## src/rtl/fetch_align_pkg.sv

```systemverilog
// Shared types and helpers for the RV32IC fetch-alignment controller.
package fetch_align_pkg;

  typedef enum logic [1:0] {
    ALIGNED = 2'd0,
    BUF     = 2'd1,
    NOBUF   = 2'd2
  } fa_state_e;

  localparam logic [1:0] OP_FULL = 2'b11;

  function automatic logic is_compressed(input logic [15:0] h);
    return h[1:0] != OP_FULL;
  endfunction

endpackage

```

## src/rtl/fa_halfword_buf.sv

```systemverilog
// 16-bit halfword holding register; clear wins over load.
module fa_halfword_buf (
  input  logic        clk,
  input  logic        rst_n,
  input  logic        i_load,
  input  logic        i_clear,
  input  logic [15:0] i_data,
  output logic [15:0] o_data
);

  logic [15:0] r_data;

  always_ff @(posedge clk or negedge rst_n) begin
    if (!rst_n) begin
      r_data <= '0;
    end else if (i_clear) begin
      r_data <= '0;
    end else if (i_load) begin
      r_data <= i_data;
    end
  end

  assign o_data = r_data;

endmodule

```

## src/rtl/fetch_align_ctrl.sv

```systemverilog
// Splits 32-bit IMEM words into a halfword-aligned 16/32-bit instruction stream.
// Only XLEN = 32 is supported.
module fetch_align_ctrl
  import fetch_align_pkg::*;
#(
  parameter int              XLEN     = 32,
  parameter logic [XLEN-1:0] RESET_PC = '0
) (
  input  logic            clk,
  input  logic            reset_n,
  input  logic            stall_i,
  input  logic            redirect_i,
  input  logic [XLEN-1:0] redirect_pc_i,
  output logic [XLEN-1:0] fetch_addr_o,
  input  logic [XLEN-1:0] fetch_rdata_i,
  output logic [XLEN-1:0] instr_o,
  output logic [XLEN-1:0] pc_o,
  output logic            instr_valid_o,
  output logic            compressed_o,
  output logic            bubble_o,
  output logic            misalign_err_o,
  output fa_state_e       dbg_state_o
);

  localparam fa_state_e RESET_STATE = RESET_PC[1] ? NOBUF : ALIGNED;

  fa_state_e       r_state_q;
  fa_state_e       w_state_d;
  logic [XLEN-1:0] r_pc_q;
  logic [XLEN-1:0] w_pc_d;
  logic [15:0]     w_buf_q;
  logic            w_buf_load;
  logic            w_buf_clear;
  logic [XLEN-1:0] w_instr;
  logic            w_comp;
  logic            w_bubble;

  fa_halfword_buf u_buf (
    .clk     (clk),
    .rst_n   (reset_n),
    .i_load  (w_buf_load),
    .i_clear (w_buf_clear),
    .i_data  (fetch_rdata_i[31:16]),
    .o_data  (w_buf_q)
  );

  always_ff @(posedge clk or negedge reset_n) begin
    if (!reset_n) begin
      r_state_q <= RESET_STATE;
      r_pc_q    <= RESET_PC;
    end else begin
      r_state_q <= w_state_d;
      r_pc_q    <= w_pc_d;
    end
  end

  always_comb begin
    w_state_d   = r_state_q;
    w_pc_d      = r_pc_q;
    w_buf_load  = 1'b0;
    w_buf_clear = 1'b0;
    w_instr     = '0;
    w_comp      = 1'b0;
    w_bubble    = 1'b0;

    case (r_state_q)
      ALIGNED: begin
        if (is_compressed(fetch_rdata_i[15:0])) begin
          w_instr    = {16'h0, fetch_rdata_i[15:0]};
          w_comp     = 1'b1;
          w_buf_load = 1'b1;
          w_pc_d     = r_pc_q + XLEN'(2);
          w_state_d  = BUF;
        end else begin
          w_instr = fetch_rdata_i;
          w_pc_d  = r_pc_q + XLEN'(4);
        end
      end
      BUF: begin
        // A compressed buffered halfword retires without touching the IMEM word.
        if (is_compressed(w_buf_q)) begin
          w_instr   = {16'h0, w_buf_q};
          w_comp    = 1'b1;
          w_pc_d    = r_pc_q + XLEN'(2);
          w_state_d = ALIGNED;
        end else begin
          w_instr    = {fetch_rdata_i[15:0], w_buf_q};
          w_buf_load = 1'b1;
          w_pc_d     = r_pc_q + XLEN'(4);
        end
      end
      NOBUF: begin
        if (is_compressed(fetch_rdata_i[31:16])) begin
          w_instr   = {16'h0, fetch_rdata_i[31:16]};
          w_comp    = 1'b1;
          w_pc_d    = r_pc_q + XLEN'(2);
          w_state_d = ALIGNED;
        end else begin
          // Lower half of a straddling instruction: park it and spend one bubble.
          w_buf_load = 1'b1;
          w_bubble   = 1'b1;
          w_state_d  = BUF;
        end
      end
      default: begin
        w_state_d = ALIGNED;
      end
    endcase

    if (redirect_i) begin
      w_pc_d      = {redirect_pc_i[XLEN-1:1], 1'b0};
      w_state_d   = redirect_pc_i[1] ? NOBUF : ALIGNED;
      w_buf_load  = 1'b0;
      w_buf_clear = 1'b1;
    end else if (stall_i) begin
      w_pc_d     = r_pc_q;
      w_state_d  = r_state_q;
      w_buf_load = 1'b0;
    end
  end

  assign fetch_addr_o   = (r_state_q == BUF) ? (r_pc_q + XLEN'(2))
                                             : {r_pc_q[XLEN-1:2], 2'b00};
  assign pc_o           = r_pc_q;
  assign instr_o        = reset_n ? w_instr : '0;
  assign compressed_o   = reset_n & w_comp;
  assign bubble_o       = reset_n & w_bubble & !stall_i;
  assign instr_valid_o  = reset_n & !redirect_i & !stall_i & !w_bubble;
  assign misalign_err_o = reset_n & redirect_i & redirect_pc_i[0];
  assign dbg_state_o    = r_state_q;

endmodule

```

## config.mk

```make
export PLATFORM = sky130hd
export DESIGN_NAME = fetch_align_ctrl
export DESIGN_NICKNAME = d
export VERILOG_FILES = /design/src/rtl/fetch_align_pkg.sv /design/src/rtl/fa_halfword_buf.sv /design/src/rtl/fetch_align_ctrl.sv
export SDC_FILE = /design/constraint.sdc
export NUM_CORES = 1
export LEC_CHECK = 0
export CORE_MARGIN = 8
export CORE_UTILIZATION = 49
export CTS_CLUSTER_DIAMETER = 30
export CTS_CLUSTER_SIZE = 28
export DETAILED_ROUTE_END_ITERATION = 16
export GPL_TIMING_DRIVEN = 0
export MAX_ROUTING_LAYER = met4
export PLACE_DENSITY = 0.9
export SYNTH_ARGS = -nofsm -noshare
export SYNTH_HDL_FRONTEND = slang
export SYNTH_SLANG_ARGS = --single-unit
export TNS_END_PERCENT = 20
```

## constraint.sdc

```tcl
create_clock -name clk -period 3.8 [get_ports clk]
set_clock_uncertainty 0.2 [all_clocks]
set_input_delay 0.57 -clock clk [delete_from_list [all_inputs] [get_ports clk]]
set_output_delay 0.57 -clock clk [all_outputs]
set_load 0.02 [all_outputs]
```

# [Yosys cells after proc, flatten, opt, wreduce, memory -nomap -nowiden]
# Index checks and enable logic that the tools add are counted.
[op_classes] n_reduce_logical=8 muxes=32 n_eq_ne=9 addsub=2 n_bitwise=8
[op_table] cell="$mux 32" count=9
[op_table] cell="$pmux 32 s3" count=2
[op_table] cell="$mux 16" count=3
[op_table] cell="$add 32x2->32 const B" count=1
[op_table] cell="$add 32x3->32 const B" count=1
[op_table] cell="$mux 1" count=10
[op_table] cell="$mux 2" count=5
[op_table] cell="$ne 3x3->1 const B" count=3
[op_table] cell="$and 1x1->1" count=8
[op_table] cell="$ne 2x2->1 const B" count=3
[op_table] cell="$pmux 1 s3" count=2
[op_table] cell="$pmux 2 s3" count=1
[op_table] cell="$reduce_and 3->1" count=2
[op_table] cell="$reduce_bool 4->1" count=1
[op_table] cell="$logic_not 1->1" count=3
[op_table] cell="$eq 2x1->1 const B" count=1
[op_table] cell="$eq 2x2->1 const B" count=1
[op_table] cell="$logic_not 2->1" count=1
[op_table] cell="$ne 2x1->1 const B" count=1
[op_table] cell="$reduce_bool 2->1" count=1
[word_totals] out_inout_bits=102 input_bits=68 register_bits=50 elab_cells=62

# [Longest topological paths before layout]
# Gate-level depths: netlist (run 1).
[logic_depth] word_depth=7 depth_mapped=11 depth_no_buf=8

# [Hierarchy]
# A second synthesis (run 1) with hierarchy kept.
[unflattened] cells_unflattened=595 hier_area_um2=4626.9
[by_module_without_submodules] mod="fetch_align_ctrl" area_each_um2=3966.3 instances=1 seq_area_each_um2=825.8 cells_per_inst=543
[by_module_without_submodules] mod="fa_halfword_buf" area_each_um2=660.6 instances=1 seq_area_each_um2=400.4 cells_per_inst=52

# [Worst setup path after synthesis (run 1)]
# OpenSTA, ideal clock, no wires.
[synth_path] path_type="register to output" start="reg r_pc_q[2] (netlist: pc_o[2])" end="out fetch_addr_o[30]" required_time_ns=3.030 stages_incl_launch_ff=7 t_arrival_ns=2.325 n_path_buf=0 setup_slack_ns=0.705 cell_sequence="dfrtp_1 -> ha_1 -> nand3_2 -> or4_1 -> nor4_2 -> nand3_1 -> xnor2_1"
[synth_via] elab_chain_cells=2
[synth_lines] element="start, declared" line="fetch_align_ctrl.sv:29" text="logic [XLEN-1:0] r_pc_q;"
[synth_lines] element="start signal, assigned" line="fetch_align_ctrl.sv:53" text="r_pc_q <= w_pc_d;"
[synth_lines] element="$add 32x2->32" line="fetch_align_ctrl.sv:122" text="assign fetch_addr_o = (r_state_q == BUF) ? (r_pc_q + XLEN'(2))"
[synth_lines] element="$mux 32" line="fetch_align_ctrl.sv:122"
[synth_lines] element="end, declared" line="fetch_align_ctrl.sv:14" text="output logic [XLEN-1:0] fetch_addr_o,"
# No other way between the ends.

# [Worst setup path in the final report (run 1)]
# Same ends and word-level chain as after synthesis.

==> results of run 1 <==
==> cell usage in the layout, fill, tap and decap left out, types with 21 or more instances in the layout <==
cell,count
nand2_1,55
xnor2_1,22
nor2_1,86
nand3_1,24
nor3_1,21
dfrtp_1,46
clkdlybuf4s50_1,153
buf_2,21
a21oi_1,31
clkbuf_1,24
==> through the flow <==
step	utilization	cells	hold WS (ns)
after global routing	0.7150	880	0.09820
after CTS	0.7099	882	0.08153
final	0.7150	880	0.05001
after detailed placement	0.6969	874	0.3245
after global placement	0.6952	873	0.3096
after floorplan	-	595	0.07441
==> cells in the mapped netlist, types with 3 or more instances <==
library cell / count / area, um^2
and4_1: 10 / 87.58
or3_1: 5 / 31.28
a211oi_1: 3 / 22.52
a2bb2oi_1: 3 / 26.28
mux2i_1: 19 / 190.2
and3_1: 15 / 93.84
a222oi_1: 14 / 140.1
and2_1: 3 / 18.77
buf_1: 4 / 15.01
xnor2_1: 22 / 192.7
ha_1: 6 / 75.07
buf_2: 19 / 95.09
o311ai_0: 3 / 26.28
xor2_1: 12 / 105.1
o22ai_1: 4 / 25.02
o221ai_1: 4 / 35.03
buf_4: 4 / 30.03
nor4_1: 5 / 31.28
nor3b_1: 4 / 30.03
a31oi_1: 10 / 62.56
nand3_1: 24 / 120.1
nor3_1: 22 / 110.1
a221oi_1: 6 / 52.55
nor2_1: 86 / 322.8
a21oi_1: 31 / 155.2
o31ai_1: 5 / 37.54
nand4_1: 18 / 112.6
o211ai_1: 6 / 45.04
clkbuf_1: 35 / 131.4
nand2_1: 56 / 210.2
a41oi_1: 3 / 26.28
o21ai_0: 20 / 100.1
inv_1: 6 / 22.52
a22oi_1: 18 / 135.1
dfrtp_1: 49 / 1226
==> worst max-delay path, cell delays in order, from the launching register on <==
cell and delay (ns):
dfrtp_2 0.46, ha_2 0.27, nand3_2 0.17, or4_1 0.61, nor4_4 0.37, nand3_1 0.18, xnor2_1 0.19, dlygate4sd2_1 0.35
==> kinds of logic (layout without fill, tap and decap cells) <==
| kind of cell | after synthesis | in the layout | share of synthesized area |
|---|---|---|---|
| flops | 49 | 49 | 0.2732 |
| mux | 21 | 21 | 0.04739 |
| fa+ha+maj | 6 | 6 | 0.01673 |
| buf+inv | 68 | 242 | 0.06551 |
| compound gates | 150 | 150 | 0.2370 |
| other cells | 1 | 2 | 0.0008356 |
| xor+xnor | 34 | 34 | 0.06635 |
| simple gates | 265 | 265 | 0.2930 |
==> final timing paths <==
kind / startpoint / end / slack [ns] / cells past startpoint
min in group clk: u_buf.o_data[11] / u_buf.o_data[11] / 0.35 / 2
worst min register to register: u_buf.o_data[11] / u_buf.o_data[11] / 0.35 / 2
max in group asynchronous: reset_n / pc_o[2] / 2.75 / 2
worst min-delay path: reset_n / pc_o[20] / 0.05 / 1
worst max register to register: dbg_state_o[1] / pc_o[10] / 0.24 / 8
worst max-delay path: pc_o[2] / fetch_addr_o[30] / 0.11 / 7
==> flip-flops by register name (all words and copies together), names as in the netlist <==
name / count
pc_o: 31
u_buf.o_data: 16
dbg_state_o: 2
==> timing repair <==
| item | in CTS | in global routing |
|---|---|---|
| hold buffers | 0 | 0 |
| setup endpoints to repair | 35 | 34 |
| gates cloned | 0 | 0 |
| gates resized for setup | 13 | 25 |
| hold endpoints to repair | 0 | 0 |
==> power breakdown <==
part           internal [mW]  switching [mW]
sequential             0.572          0.0782
combinational          0.416           0.571
clock                  0.128           0.203
total                   1.12           0.852
==> cell type report <==
class | instances | area share
multi-input combinational | 478 | 0.4643
timing repair buffer | 168 | 0.2647
sequential | 49 | 0.1898
buffer | 60 | 0.04305
tap | 111 | 0.02143
clock buffer | 5 | 0.01062
inverter | 6 | 0.003475
clock inverter | 3 | 0.002703
==> metal layers <==
layer,GRT usage,routed length (um),part of all wire,vias to the layer above
li1,-,-,-,2558
met1,0.3655,7453,0.38,2667
met2,0.4939,8987,0.45,483
met3,0.08442,2471,0.12,91
met4,0.1787,932,0.047,0
met5,-,0,0,-
==> flow_summary_export.csv, run 1 <==
group,metric,value,unit
run_status,outcome,"completed",
logic_synthesis,yosys.cell_types.count,65,
logic_synthesis,post_synthesis_async_set_or_reset_flop_share,1.000,
drt,route.antenna.remaining_nets,0,
sta,rsz0062_at_grt,"true",
drt,vias_per_cell,6.590,
global_routing,number_of_antenna_violations_at_the_first_check_in_global_routing,0,
sta,final.period_utilization,0.9704,
clocking,clockRootBuffer,"clkbuf_8",
clocking,cts_max_level,2,
drt,dr.first_iter.drc_count,740,
logic_synthesis,synth_flop_cell,"dfrtp_1",
floorplanning,area_of_the_core,9065,um^2
power,p_total,1.968,mW
cells_and_area,multi_input_comb_area,3009,um^2
place,hpwlAfterDp,14850,um
power,cellLeakagePower,2.728,nW
logic_synthesis,portion_of_the_post_synthesis_area_used_by_sequential_elements,0.2732,
flow_run,maxCapViolations,0,
setup_path,critical_path.endpoint_type,"output port",
clocking,clk_path_buf_depth,2,
cells_and_area,regArea,1230,um^2
floorplanning,die_height,111.7,um
power,power.density_cell_area,303.6,nW/um^2
drt,wl_per_cell,22.55,um
setup_path,start_kind,"register",
logic_synthesis,synthesis.yosys.warnings,0,
drt,first_pass_iters,7,
sta,report.final.hold_viol_count,0,
global_routing,grt_pass1_wl,30910,um
drt,routed-via-count,5799,
logic_synthesis,ys_seq_elements,49,
clocking,cts.clk_slew.worst_paths,0.11,ns
place,dpl-instance-area,6317,um^2
logic_synthesis,syn_area,4488,um^2
cells_and_area,fillerInstances,758,
sta,slew_headroom,0.2891,
sta,report.final.setup_viol,0,
place,dpl_worst_slack,-0.07090,ns
place,globalplace.congestion,0.9742,
clocking,post_cts.repair.setup_buffers,0,
global_routing,aggregate_global_routing_overflow,0,
cells_and_area,post_route_cells_drive_above_1_share,0.08192,
clocking,cts_tree,"built",
cells_and_area,nets,842,
sta,setup_slack,0.1125,ns
drt,number_of_design_rule_violations_left_after_detail_routing,0,
cells_and_area,areaGrowthSynthToFinish,44.41,%
floorplanning,row_count,35,
global_routing,grt_pass1_vias,5823,
clocking,tritoncts_num_sinks,49,
clocking,cts-buffers-inserted,5,
place,port_buffers,167,
floorplanning,design.portCount,170,
setup_path,critPathRequiredTime,3.03,ns
sta,period_minus_slack,3.687,ns
floorplanning,die-width,111.7,um
clocking,later_pin_clock_latency_in_the_skew_report,0.32,ns
sta,worstMarginPinSlew,1.062,ns
global_routing,grt_util_all_layers,0.3176,
sta,timing.final.max_slew_violations,0,
global_routing,grt_start_max_net_pins,28,
floorplanning,die_area,12480,um^2
logic_synthesis,synth_edf_count,0,
sta,fmax,271.2,MHz
logic_synthesis,synth_area_per_cell,7.556,um^2
setup_path,worstPathArrival,2.92,ns
sta,fin_tns_setup,0,ns
cells_and_area,non_filler_cell_area_final,6481,um^2
logic_synthesis,cells_after_synthesis,594,
drt,detail_route.wirelength,19850,um
setup_path,critical_path_class,"reg2out",
worst_hold_path,timing.hold.worst.class,"in2async",
power,worst_ir_drop_vdd,0.0001610,V
cells_and_area,num_antenna_cells,0,
floorplanning,initial_utilization,0.4951,
setup_path,max_fanout_on_critical_path,6,
No activity file was read; power rests on OpenSTA's default activity.
==> inputs of run 2 (changes only) <==
MAX_ROUTING_LAYER = not set   (was met4)
==> run 2 against run 1 <==
  * Fmax is 0.86% lower
  * Register-to-register slack better by 0.15 ns
  * Sequential share of layout area hardly changed
==> flow_summary_export.csv, run 2 (synthesized netlist as in run 1, its figures left out) <==
group,metric,value,unit
run_status,outcome,"completed",
drt,number_of_design_rule_violations_left_after_detail_routing,0,
setup_path,start_kind,"input pin",
floorplanning,design.portCount,170,
drt,routed-via-count,5806,
sta,setup_slack,0.08063,ns
cells_and_area,areaGrowthSynthToFinish,44.55,%
setup_path,critPathMaxStageDelay,0.64,ns
sta,worstMarginPinSlew,1.047,ns
setup_path,path_delay_family,"buffers and inverters",
place,hpwlAfterDp,15320,um
flow_run,maxCapViolations,0,
global_routing,grt_util_all_layers,0.3114,
power,cellLeakagePower,2.707,nW
sta,fin_tns_setup,0,ns
sta,report.final.setup_viol,0,
floorplanning,die_height,111.7,um
drt,dr.first_iter.drc_count,625,
setup_path,critical_path.reg2reg.endpoint,"pc_o[10]",
setup_path,critical_path.endpoint_type,"output port",
floorplanning,area_of_the_core,9065,um^2
floorplanning,initial_utilization,0.4951,
power,power.density_cell_area,303.5,nW/um^2
clocking,clk_path_buf_depth,2,
setup_path,crit_cells,5,
cells_and_area,num_antenna_cells,0,
setup_path,crit_path_frequent_cell,"clkdlybuf4s50_1",
global_routing,aggregate_global_routing_overflow,0,
global_routing,grt_pass1_wl,31330,um
drt,first_pass_iters,9,
cells_and_area,layout_commonest_cell,"clkdlybuf4s50_1",
cells_and_area,nets,843,
place,port_buffers,167,
floorplanning,die_area,12480,um^2
global_routing,number_of_antenna_violations_at_the_first_check_in_global_routing,0,
place,dpl_worst_slack,-0.1174,ns
place,globalplace.congestion,0.9597,
power,worst_ir_drop_vdd,0.0002035,V
setup_path,ff2ff_setup_slack,0.39,ns
clocking,tritoncts_num_sinks,49,
clocking,later_pin_clock_latency_in_the_skew_report,0.32,ns
clocking,cts_tree,"built",
drt,wl_per_cell,22.78,um
cells_and_area,mostFrequentLayoutCells,"clkdlybuf4s50_1, nor2_1, nand2_1",
setup_path,critical_path_class,"in2out",
clocking,clockRootBuffer,"clkbuf_8",
setup_path,critPathRequiredTime,3.03,ns
worst_hold_path,timing.hold.worst.class,"in2async",
setup_path,timing.critical_path.slowest_stage_cell,"clkdlybuf4s50_1",
cells_and_area,post_route_cells_drive_above_1_share,0.08312,
sta,rsz0062_at_grt,"true",
drt,vias_per_cell,6.590,
setup_path,worstPathArrival,2.95,ns
clocking,cts.clk_slew.worst_paths,0.10,ns
global_routing,grt_pass1_vias,5799,
global_routing,grt_start_max_net_pins,33,
sta,final.period_utilization,0.9788,
clocking,cts-buffers-inserted,5,
setup_path,max_fanout_on_critical_path,10,
sta,fmax,268.9,MHz
floorplanning,die-width,111.7,um
sta,slew_headroom,0.2993,
sta,period_minus_slack,3.719,ns
setup_path,r2r-start,"dbg_state_o[1]",
cells_and_area,max_reg_flops,31,
floorplanning,row_count,35,
setup_path,path_cells,"clkdlybuf4s50_1 > clkbuf_1 > clkbuf_2 > and3_1 > clkdlybuf4s50_1",
setup_path,worstRegToRegCells,8,
setup_path,critical_path.n_buffers_inverters,4,
drt,detail_route.wirelength,20070,um
clocking,cts_max_level,2,
sta,report.final.hold_viol_count,0,
drt,route.antenna.remaining_nets,0,
sta,timing.final.max_slew_violations,0,
run 2: changes by cell type in the layout (fill, tap and decap cells not counted), sizes merged:
| cell | delta |
|---|---|
| clkdlybuf4s50 | -1 |
| clkbuf | +4 |
| clkinv | -2 |
run 2: worst max path at each step:
stage | from | slack [ns] | to
after CTS | dbg_state_o[0] | 0.008 | instr_o[14]
after detailed placement | redirect_i | -0.12 | misalign_err_o
after global routing | redirect_i | -0.004 | misalign_err_o
after floorplan | pc_o[2] | 0.71 | fetch_addr_o[30]
final | redirect_i | 0.08 | misalign_err_o
after global placement | reset_n | -1.28 | instr_o[14]
run 2: repair_timing:
| action | CTS | global route |
|---|---|---|
| pin swaps | 0 | 1 |
| setup buffers | 0 | 0 |
| hold endpoints to repair | 0 | 0 |
| setup endpoints to repair | 42 | 33 |
| resized for setup | 18 | 25 |
| hold buffers | 0 | 0 |
run 2: layer usage:
layer / vias up / routed length [um] / track usage
met5: - / 0 / 0
li1: 2551 / - / -
met2: 455 / 9338 / 0.5162
met4: 0 / 733 / 0.1504
met3: 74 / 2749 / 0.1190
met1: 2726 / 7243 / 0.3441
run 2: layout make-up:
class / instances / area [um^2]
buffer: 61 / 285.3
tap: 111 / 138.9
fill: 762 / 2577
clock inverter: 1 / 7.507
multi-input combinational: 478 / 3018
sequential: 49 / 1229
inverter: 6 / 22.52
clock buffer: 7 / 76.32
timing repair buffer: 168 / 1710
run 2: report_power, final:
group          switching (mW)  internal [mW]
combinational           0.572          0.416
sequential             0.0781          0.572
clock                   0.200          0.131
total                   0.851           1.12
run 2: stage by stage:
step	total power [mW]	hold WS [ns]	util	instance area, um^2	cells
global route	2.044	0.07430	0.7157	6487	881
CTS	1.942	0.05294	0.7100	6436	882
floorplan	1.159	0.07441	-	4492	595
finish	1.969	0.03833	0.7157	6487	881
detailed placement	1.621	0.3310	0.6969	6317	874
global placement	1.600	0.3085	0.6952	6302	873
